[src/rtl/pc_sequencer.sv]
// Instruction sequencer for a Hack-style CPU. It drives the PC, IR and A/D/M write strobes,
// and it starts and waits on the shared multiply/divide unit for extended instructions.
module pc_sequencer #(
  parameter int unsigned MD_TIMEOUT = 64,
  parameter int unsigned CNT_W      = 16
) (
  input  logic             clk,
  input  logic             reset,
  input  logic             run,
  input  logic [15:0]      ir,
  input  logic             alu_zr,
  input  logic             alu_ng,
  input  logic             md_done,
  output logic             ir_load,
  output logic             pc_load,
  output logic             pc_inc,
  output logic             pc_reset,
  output logic             a_load,
  output logic             d_load,
  output logic             m_write,
  output logic             wb_sel,
  output logic             md_start,
  output logic             md_op,
  output logic             error,
  output logic [CNT_W-1:0] instr_count
);

  typedef enum logic [2:0] {
    S_FETCH,
    S_EXEC,
    S_WAIT,
    S_WB,
    S_HALT
  } state_t;

  localparam logic [7:0] WDOG_LAST = 8'(MD_TIMEOUT - 1);

  state_t           state_q, state_d;
  logic             error_q, error_d;
  logic [7:0]       wdog_q, wdog_d;
  logic [CNT_W-1:0] cnt_q, cnt_d;

  logic is_a, is_c, take;
  logic unused_ir;

  assign is_a = ~ir[15];
  assign is_c = ir[15] & ir[14];
  assign take = (ir[2] & alu_ng) | (ir[1] & alu_zr) | (ir[0] & ~alu_zr & ~alu_ng);
  // The ALU control field is decoded by the datapath, not by the sequencer.
  assign unused_ir = ^ir[12:6];

  always_comb begin
    // NOTE: every output and next-state value gets a default first, so no path infers a latch.
    state_d  = state_q;
    error_d  = error_q;
    wdog_d   = wdog_q;
    ir_load  = 1'b0;
    pc_load  = 1'b0;
    pc_inc   = 1'b0;
    pc_reset = 1'b0;
    a_load   = 1'b0;
    d_load   = 1'b0;
    m_write  = 1'b0;
    wb_sel   = 1'b0;
    md_start = 1'b0;
    md_op    = 1'b0;

    if (!reset) begin
      pc_reset = 1'b1;
    end else begin
      unique case (state_q)
        S_FETCH: begin
          if (run) begin
            ir_load = 1'b1;
            state_d = S_EXEC;
          end
        end
        S_EXEC: begin
          if (is_a) begin
            a_load  = 1'b1;
            pc_inc  = 1'b1;
            state_d = S_FETCH;
          end else if (is_c) begin
            a_load  = ir[5];
            d_load  = ir[4];
            m_write = ir[3];
            pc_load = take;
            pc_inc  = ~take;
            state_d = S_FETCH;
          end else begin
            md_start = 1'b1;
            md_op    = ir[13];
            wdog_d   = 8'd0;
            state_d  = S_WAIT;
          end
        end
        S_WAIT: begin
          // A result that arrives on the final watchdog cycle still wins over the timeout.
          if (md_done) begin
            state_d = S_WB;
          end else if (wdog_q == WDOG_LAST) begin
            error_d = 1'b1;
            state_d = S_HALT;
          end else begin
            wdog_d = wdog_q + 8'd1;
          end
        end
        S_WB: begin
          a_load  = ir[5];
          d_load  = ir[4];
          m_write = ir[3];
          wb_sel  = 1'b1;
          pc_inc  = 1'b1;
          state_d = S_FETCH;
        end
        S_HALT: begin
          state_d = S_HALT;
        end
        default: begin
          state_d = S_FETCH;
        end
      endcase
    end

    cnt_d = (pc_load | pc_inc) ? cnt_q + CNT_W'(1) : cnt_q;
  end

  // NOTE: state registers use non-blocking assignments only; blocking here would race with readers.
  always_ff @(posedge clk) begin
    if (!reset) begin
      state_q <= S_FETCH;
      error_q <= 1'b0;
      wdog_q  <= 8'd0;
      cnt_q   <= '0;
    end else begin
      state_q <= state_d;
      error_q <= error_d;
      wdog_q  <= wdog_d;
      cnt_q   <= cnt_d;
    end
  end

  assign error       = error_q;
  assign instr_count = cnt_q;

endmodule

[config.mk]
export PLATFORM = sky130hd
export DESIGN_NAME = pc_sequencer
export DESIGN_NICKNAME = d
export VERILOG_FILES = /design/src/rtl/pc_sequencer.sv
export SDC_FILE = /design/constraint.sdc
export NUM_CORES = 1
export LEC_CHECK = 0
export BUFFER_PORTS_ARGS = -buffer_cell sky130_fd_sc_hd__buf_2
export CAP_MARGIN = 20
export CORE_MARGIN = 10
export CORE_UTILIZATION = 53
export DETAILED_ROUTE_END_ITERATION = 6
export GPL_ROUTABILITY_DRIVEN = 0
export PLACE_DENSITY_LB_ADDON = 0.2
export SYNTH_ARGS = -nofsm -noshare
export SYNTH_HDL_FRONTEND = slang
export SYNTH_SLANG_ARGS = --single-unit
export TNS_END_PERCENT = 10
[constraint.sdc]
create_clock -name clk -period 4.74 [get_ports clk]
set_input_delay 0.237 -clock clk [delete_from_list [all_inputs] [get_ports clk]]
set_output_delay 0.237 -clock clk [all_outputs]
set_load 0.05 [all_outputs]
==> qor.yml, run 1 <==
run_status:
  status: "finished, final reports clean"
clock_network:
  htreeDepth: 1
  root_buffer: "clkbuf_4"
  cts_inserted_buffers: 3
  clk_path_buf_depth: 2
  clock_latency_ns: 0.32
  post_cts_resized: 0
  postCtsHoldBufs: 0
  path_clk_slew_ns: 0.15
  post_cts.repair.setup_buffers: 0
  cts.sinks: 28
  cts_tree: "yes"
critical_path:
  critPathSlowestCell: "or4_1"
  cpPeakStageDelay_ns: 0.69
  reg2reg_slack_ns: 2.62
  start_kind: "register"
  critPathArrivalTime_ns: 2.37
  critPathTopFamily: "simple AND/OR/NAND/NOR gates"
  worstSetupEndpointType: "register"
  path_class: "register to register"
  critPathBufInv: 0
  path_max_fanout: 10
  cpMostUsedCell: "or4_1"
  cp_cell_sequence: "nor3b_1 > or4_1 > or4_1 > a21oi_1"
  cp_data_required_time_ns: 4.99
synthesis:
  yosysWarnings: 0
  synth_top_area_share_pct: 39.3
  synth_top_flop_cell: "dfxtp_1"
  syn_area_mm2: 0.00143
  synthAdderAreaFrac_pct: 1.75
  synth_area_per_cell_um2: 8.16
  synthSimpleGateAreaFrac_pct: 31.3
  synth_most_common_cell: "dfxtp_1"
  synth_top_cell_by_area: "dfxtp_1"
  synth_cell_types: 38
  ys_ff_latch: 28
  synth.yosys.seq_area_share_pct: 39.3
  synth-edff-count: 0
  synth_fp_nets: 199
  synth_compound_area_share_pct: 17.6
  synth.area.mux_share_pct: 2.10
  synth_top_family_by_area: "simple AND/OR/NAND/NOR gates"
  synth_common_cells: "dfxtp_1 (28), a21oi_1 (16), nand2_1 (16), nor2_1 (12), o21ai_0 (11)"
  synthCells: 175
  synthArstFlopShare_pct: 0
  netlist_top_cells_area: "dfxtp_1 (39%), a21oi_1 (5.6%), nand2_1 (4.2%), o21ai_0 (3.9%), a31oi_1 (3.5%)"
  synth_xor_area_share_pct: 3.07
grt:
  antenna_found_initial: 0
  grt_pass1_wl_mm: 5.69
  grt_pass1_vias: 1326
  grtUsageTotal_pct: 12.6
  overflow: 0
  grt_max_degree: 19
finish:
  areaGrowthSynthToFinish_pct: 16.5
  drive_above_1_share_pct: 22.6
  final_area_mm2: 0.00166
  nNetsFinal: 237
  multi_input_area_um2: 797
  final-seq-area_um2: 561
  antennaDiodeCount: 0
  fillers: 227
timing:
  max_freq_mhz: 472
  tns_ns: 0
  worst_pin_slew_ns: 0.694
  rsz0062_at_grt: "no"
  fin_crit_sh_pct: 44.7
  setup_viol: 0
  clock_skew_ns: 0.00418
  slew_viol_final: 0
  relSlewSlack_pct: 53.4
  fin_crit_ns: 2.12
  hold_viol_final: 0
floorplan:
  coreArea_mm2: 0.00252
  fp.dieW_um: 71.9
  die_h_um: 71.9
  rows: 18
  initial_core_util_pct: 56.6
  dieArea_mm2: 0.00517
  ios: 49
routing:
  finalWirelength_mm: 3.48
  drcViolationCount: 0
  ant_nets: 0
  wl_per_cell_um: 14.4
  detail_route.iter0.violations: 65
  vias: 1421
  avgViaCountPerCell: 5.87
  firstDrtPassIters: 4
worst_hold_path:
  hold_class: "input pin to register"
placement:
  hpwl_mm: 2.70
  io_buffers: 41
  placement.cell_area_mm2: 0.00163
pwr:
  vdd_ir_drop_max_v: 0.000146
  p_leak_nw: 0.644
  power.density_mw_per_mm2: 236
run:
  maxCapViolations: 0
==> metal layers <==
metal | track usage, % | wire, um
met1 | 14.4 | 1520
met2 | 21.5 | 1610
met3 | 5.71 | 334
met4 | 2.15 | 9
met5 | 0 | 0
==> where the power goes <==
group	internal, W	switching (W)	total (W)
registers	0.000237	0.00000225	0.000239
clock network	0.0000469	0.0000686	0.000115
logic	0.0000122	0.0000253	0.0000376
==> worst reg2reg max path, stage by stage (launching register included) <==
cell     delay [ns]
dfxtp_1        0.53
nor3b_1        0.19
or4_1          0.69
or4_1          0.47
a21oi_1        0.17
==> path summary, 6_finish.rpt <==
check	startpoint	end	cells past startpoint
setup / recovery	state_q[1]$_SDFFE_PN0P_	instr_count[15]$_SDFFE_PN0P_	4
hold / removal	run	state_q[0]$_SDFFE_PN0P_	3
setup reg to reg	state_q[1]$_SDFFE_PN0P_	instr_count[15]$_SDFFE_PN0P_	4
hold reg to reg	error$_SDFFE_PN0P_	error$_SDFFE_PN0P_	1
==> through the flow <==
stage,total power (W),cells,setup WS (ns),utilization [%],hold slack [ns]
after floorplan,0.000269,175,2.32,-,0.424
after global placement,0.000281,238,2.72,64.5,0.451
after detailed placement,0.000282,238,2.64,64.5,0.450
after CTS,0.000395,242,2.61,65.9,0.220
after global routing,0.000408,242,2.53,65.9,0.200
final,0.000392,242,2.62,65.9,0.228
==> flip-flops by register name, indices dropped and copies added, names as in the netlist <==
register	flops
instr_count	16
state_q	3
error	1
wdog_q	8
==> cells in the final DEF, fill, tap and decap left out, types with 2 or more instances in the layout <==
| cell type | netlist | routed |
|---|---|---|
| a31oi_1 | 8 | 8 |
| nand4_1 | 4 | 4 |
| nand2b_1 | 2 | 2 |
| nor4b_1 | 2 | 2 |
| ha_1 | 2 | 2 |
| or3_1 | 8 | 8 |
| nor4_1 | 2 | 2 |
| buf_2 | 2 | 41 |
| clkbuf_4 | 0 | 3 |
| mux2i_1 | 3 | 3 |
| a21oi_1 | 16 | 16 |
| xnor2_1 | 5 | 5 |
| nand2_1 | 16 | 16 |
| dfxtp_1 | 28 | 28 |
| a41oi_1 | 2 | 2 |
| nand3_1 | 8 | 8 |
| and4_1 | 2 | 2 |
| nor2_1 | 12 | 12 |
| or4_1 | 3 | 3 |
| and2_1 | 3 | 3 |
| a211oi_1 | 2 | 2 |
| nor3b_1 | 4 | 4 |
| nor3_1 | 4 | 4 |
| inv_1 | 6 | 6 |
| nand3b_1 | 3 | 3 |
| o21ai_1 | 2 | 2 |
| o21ai_0 | 11 | 11 |
==> cell families (layout without fill, tap and decap cells) <==
| group | after synthesis | count (layout) |
|---|---|---|
| AOI/OAI and AO/OA | 44 | 44 |
| muxes | 3 | 3 |
| buffers and inverters | 15 | 52 |
| and+or+nand+nor | 78 | 78 |
| xor gates and xnor gates | 5 | 5 |
| adders and majority gates | 2 | 2 |
| DFF | 28 | 28 |
==> final cells by class <==
| cell class | instances | area share, % |
|---|---|---|
| multi-input combinational | 132 | 47.9 |
| tap | 30 | 2.26 |
| timing repair buffer | 41 | 12.3 |
| inverter | 7 | 1.58 |
| clock buffer | 4 | 2.18 |
| sequential | 28 | 33.7 |
Power figures use the tool's default switching activity.
==> run 2, diff against run 1 <==
--- a/config.mk
+++ b/config.mk
@@ -8,7 +8,7 @@
 export BUFFER_PORTS_ARGS = -buffer_cell sky130_fd_sc_hd__buf_2
 export CAP_MARGIN = 20
 export CORE_MARGIN = 10
-export CORE_UTILIZATION = 53
+export CORE_UTILIZATION = 49
 export DETAILED_ROUTE_END_ITERATION = 6
 export GPL_ROUTABILITY_DRIVEN = 0
 export PLACE_DENSITY_LB_ADDON = 0.2
==> constraint.sdc (replaced) <==
create_clock -name clk -period 2.2 [get_ports clk]
set_input_delay 0.11 -clock clk [delete_from_list [all_inputs] [get_ports clk]]
set_output_delay 0.11 -clock clk [all_outputs]
set_load 0.05 [all_outputs]
==> qor.yml, run 2 (synthesis results as in run 1) <==
timing:
  hold_viol_final: 0  # unchanged
  tns_ns: 0  # unchanged
  slew_viol_final: 0  # unchanged
  max_freq_mhz: 502  # was 472 MHz
  fin_crit_sh_pct: 90.6  # was 44.7%
  worst_pin_slew_ns: 0.682  # was 0.694 ns
  hold_ws_ns: 0.0745  # was 0.228 ns
  clock_skew_ns: 0.00216  # was 0.00418 ns
  relSlewSlack_pct: 54.2  # was 53.4%
  setup_viol: 0  # unchanged
  fin_crit_ns: 1.99  # was 2.12 ns
  rsz0062_at_grt: "no"  # unchanged
routing:
  wl_per_cell_um: 14.5  # was 14.4 um
  avgViaCountPerCell: 5.80  # was 5.87
  finalWirelength_mm: 3.58  # was 3.48 mm
  detail_route.iter0.violations: 57  # was 65
  drcViolationCount: 0  # unchanged
  firstDrtPassIters: 5  # was 4
  ant_nets: 0  # unchanged
  vias: 1433  # was 1421
floorplan:
  initial_core_util_pct: 51.3  # was 56.6%
  fp.dieW_um: 74.0  # was 71.9 um
  die_h_um: 74.0  # was 71.9 um
  coreArea_mm2: 0.00278  # was 0.00252 mm^2
  dieArea_mm2: 0.00547  # was 0.00517 mm^2
  ios: 49  # unchanged
  rows: 19  # was 18
grt:
  grt_pass1_vias: 1276  # was 1326
  grtUsageTotal_pct: 12.6  # about the same
  overflow: 0  # unchanged
  use_met2_pct: 19.4  # was 21.5%
  grt_pass1_wl_mm: 5.73  # was 5.69 mm
  grt-busiest-layer: "met2"  # unchanged
  grt_max_degree: 18  # was 19
  antenna_found_initial: 0  # unchanged
  use_met1_pct: 15.3  # was 14.4%
  grt_use_met3_pct: 5.98  # was 5.71%
worst_hold_path:
  hold_class: "input pin to register"  # unchanged
critical_path:
  cp_data_required_time_ns: 2.48  # was 4.99 ns
  start_kind: "register"  # unchanged
  critPathArrivalTime_ns: 2.27  # was 2.37 ns
  path_class: "register to register"  # unchanged
  reg2reg_slack_ns: 0.21  # was 2.62 ns
  worstSetupEndpointType: "register"  # unchanged
  path_max_fanout: 10  # unchanged
clock_network:
  post_cts_resized: 0  # unchanged
  postCtsHoldBufs: 0  # unchanged
  root_buffer: "clkbuf_4"  # unchanged
  path_clk_slew_ns: 0.16  # was 0.15 ns
  htreeDepth: 1  # unchanged
  post_cts.repair.setup_buffers: 0  # unchanged
  cts_inserted_buffers: 3  # unchanged
  clk_path_buf_depth: 2  # unchanged
  clock_latency_ns: 0.33  # was 0.32 ns
  cts_tree: "yes"  # unchanged
  cts.sinks: 28  # unchanged
finish:
  final-seq-area_um2: 561  # unchanged
  drive_above_1_share_pct: 24.5  # was 22.6%
  nNetsFinal: 241  # was 237
  final_common_cell: "buf_2"  # unchanged
  fillers: 245  # was 227
  areaGrowthSynthToFinish_pct: 20.2  # was 16.5%
  antennaDiodeCount: 0  # unchanged
  multi_input_area_um2: 803  # was 797 um^2
  layout_common_cells: "buf_2 (41), dfxtp_1 (28), nand2_1 (16), a21oi_1 (16), nor2_1 (12)"  # unchanged
  largest_register_ffs: 16  # unchanged
  postLayoutCoreUtil_pct: 61.7  # was 65.9%
pwr:
  p_leak_nw: 0.673  # was 0.644 nW
  finalPower_w: 0.000947  # was 0.000392 W
  power.density_mw_per_mm2: 552  # was 236 mW/mm^2
  vdd_ir_drop_max_v: 0.000426  # was 0.000146 V
placement:
  io_buffers: 41  # unchanged
  hpwl_mm: 2.77  # was 2.70 mm
run_status:
  status: "finished, final reports clean"  # unchanged
run:
  maxCapViolations: 0  # unchanged
## run 2: cell types whose count changed in the layout (fill, tap and decap cells not counted)
| cell | before | now |
|---|---|---|
| nor4b_2 | 0 | 1 |
| clkbuf_8 | 1 | 0 |
| buf_4 | 0 | 4 |
| nor4b_1 | 2 | 1 |
| bufinv_16 | 0 | 1 |
## run 2: worst paths after layout
check                                             start                           end  depth (start not counted)
worst min register to register   wdog_q[7]$_SDFFE_PN0P_        wdog_q[7]$_SDFFE_PN0P_                          1
worst max register to register  state_q[1]$_SDFFE_PN0P_  instr_count[15]$_SDFFE_PN0P_                          4
worst max-delay path            state_q[1]$_SDFFE_PN0P_  instr_count[15]$_SDFFE_PN0P_                          4
worst min-delay path                                run       state_q[0]$_SDFFE_PN0P_                          3
## run 2: layout make-up
type,instances,area share (%)
timing repair buffer,45,13.7
multi-input combinational,132,46.8
tap,31,2.26
sequential,28,32.7
inverter,7,1.53
clock inverter,1,1.75
clock buffer,3,1.31
## run 2: metrics by stage
step | setup slack [ns] | std cells | instance area [um^2]
5_1_grt | 0.0951 | 247 | 1720
4_1_cts | 0.207 | 247 | 1720
3_5_place_dp | 0.232 | 243 | 1660
3_3_place_gp | 0.270 | 243 | 1660
2_1_floorplan | 0.0453 | 175 | 1430
6_report | 0.208 | 247 | 1720
## run 2: worst max-delay path, stage by stage (launching register included)
cell and delay, ns:
dfxtp_1 0.55, nor3b_1 0.14, or4_1 0.68, or4_1 0.44, a21oi_1 0.14
## run 2: routing by layer
metal  share of wire, %  up-vias  wire [um]
met5                  0        -          0
met4               0.39        0         14
met3                 11        2        400
met2                 45       51       1600
met1                 44      660       1570
li1                   -      720          -
## run 2: where the power goes
group / switching [W] / total [W] / leakage (nW) / internal, W
clock network: 0.000161 / 0.000345 / 0.0279 / 0.000184
logic: 0.0000556 / 0.0000860 / 0.419 / 0.0000304
registers: 0.00000491 / 0.000516 / 0.226 / 0.000511
total: 0.000222 / 0.000947 / 0.673 / 0.000725
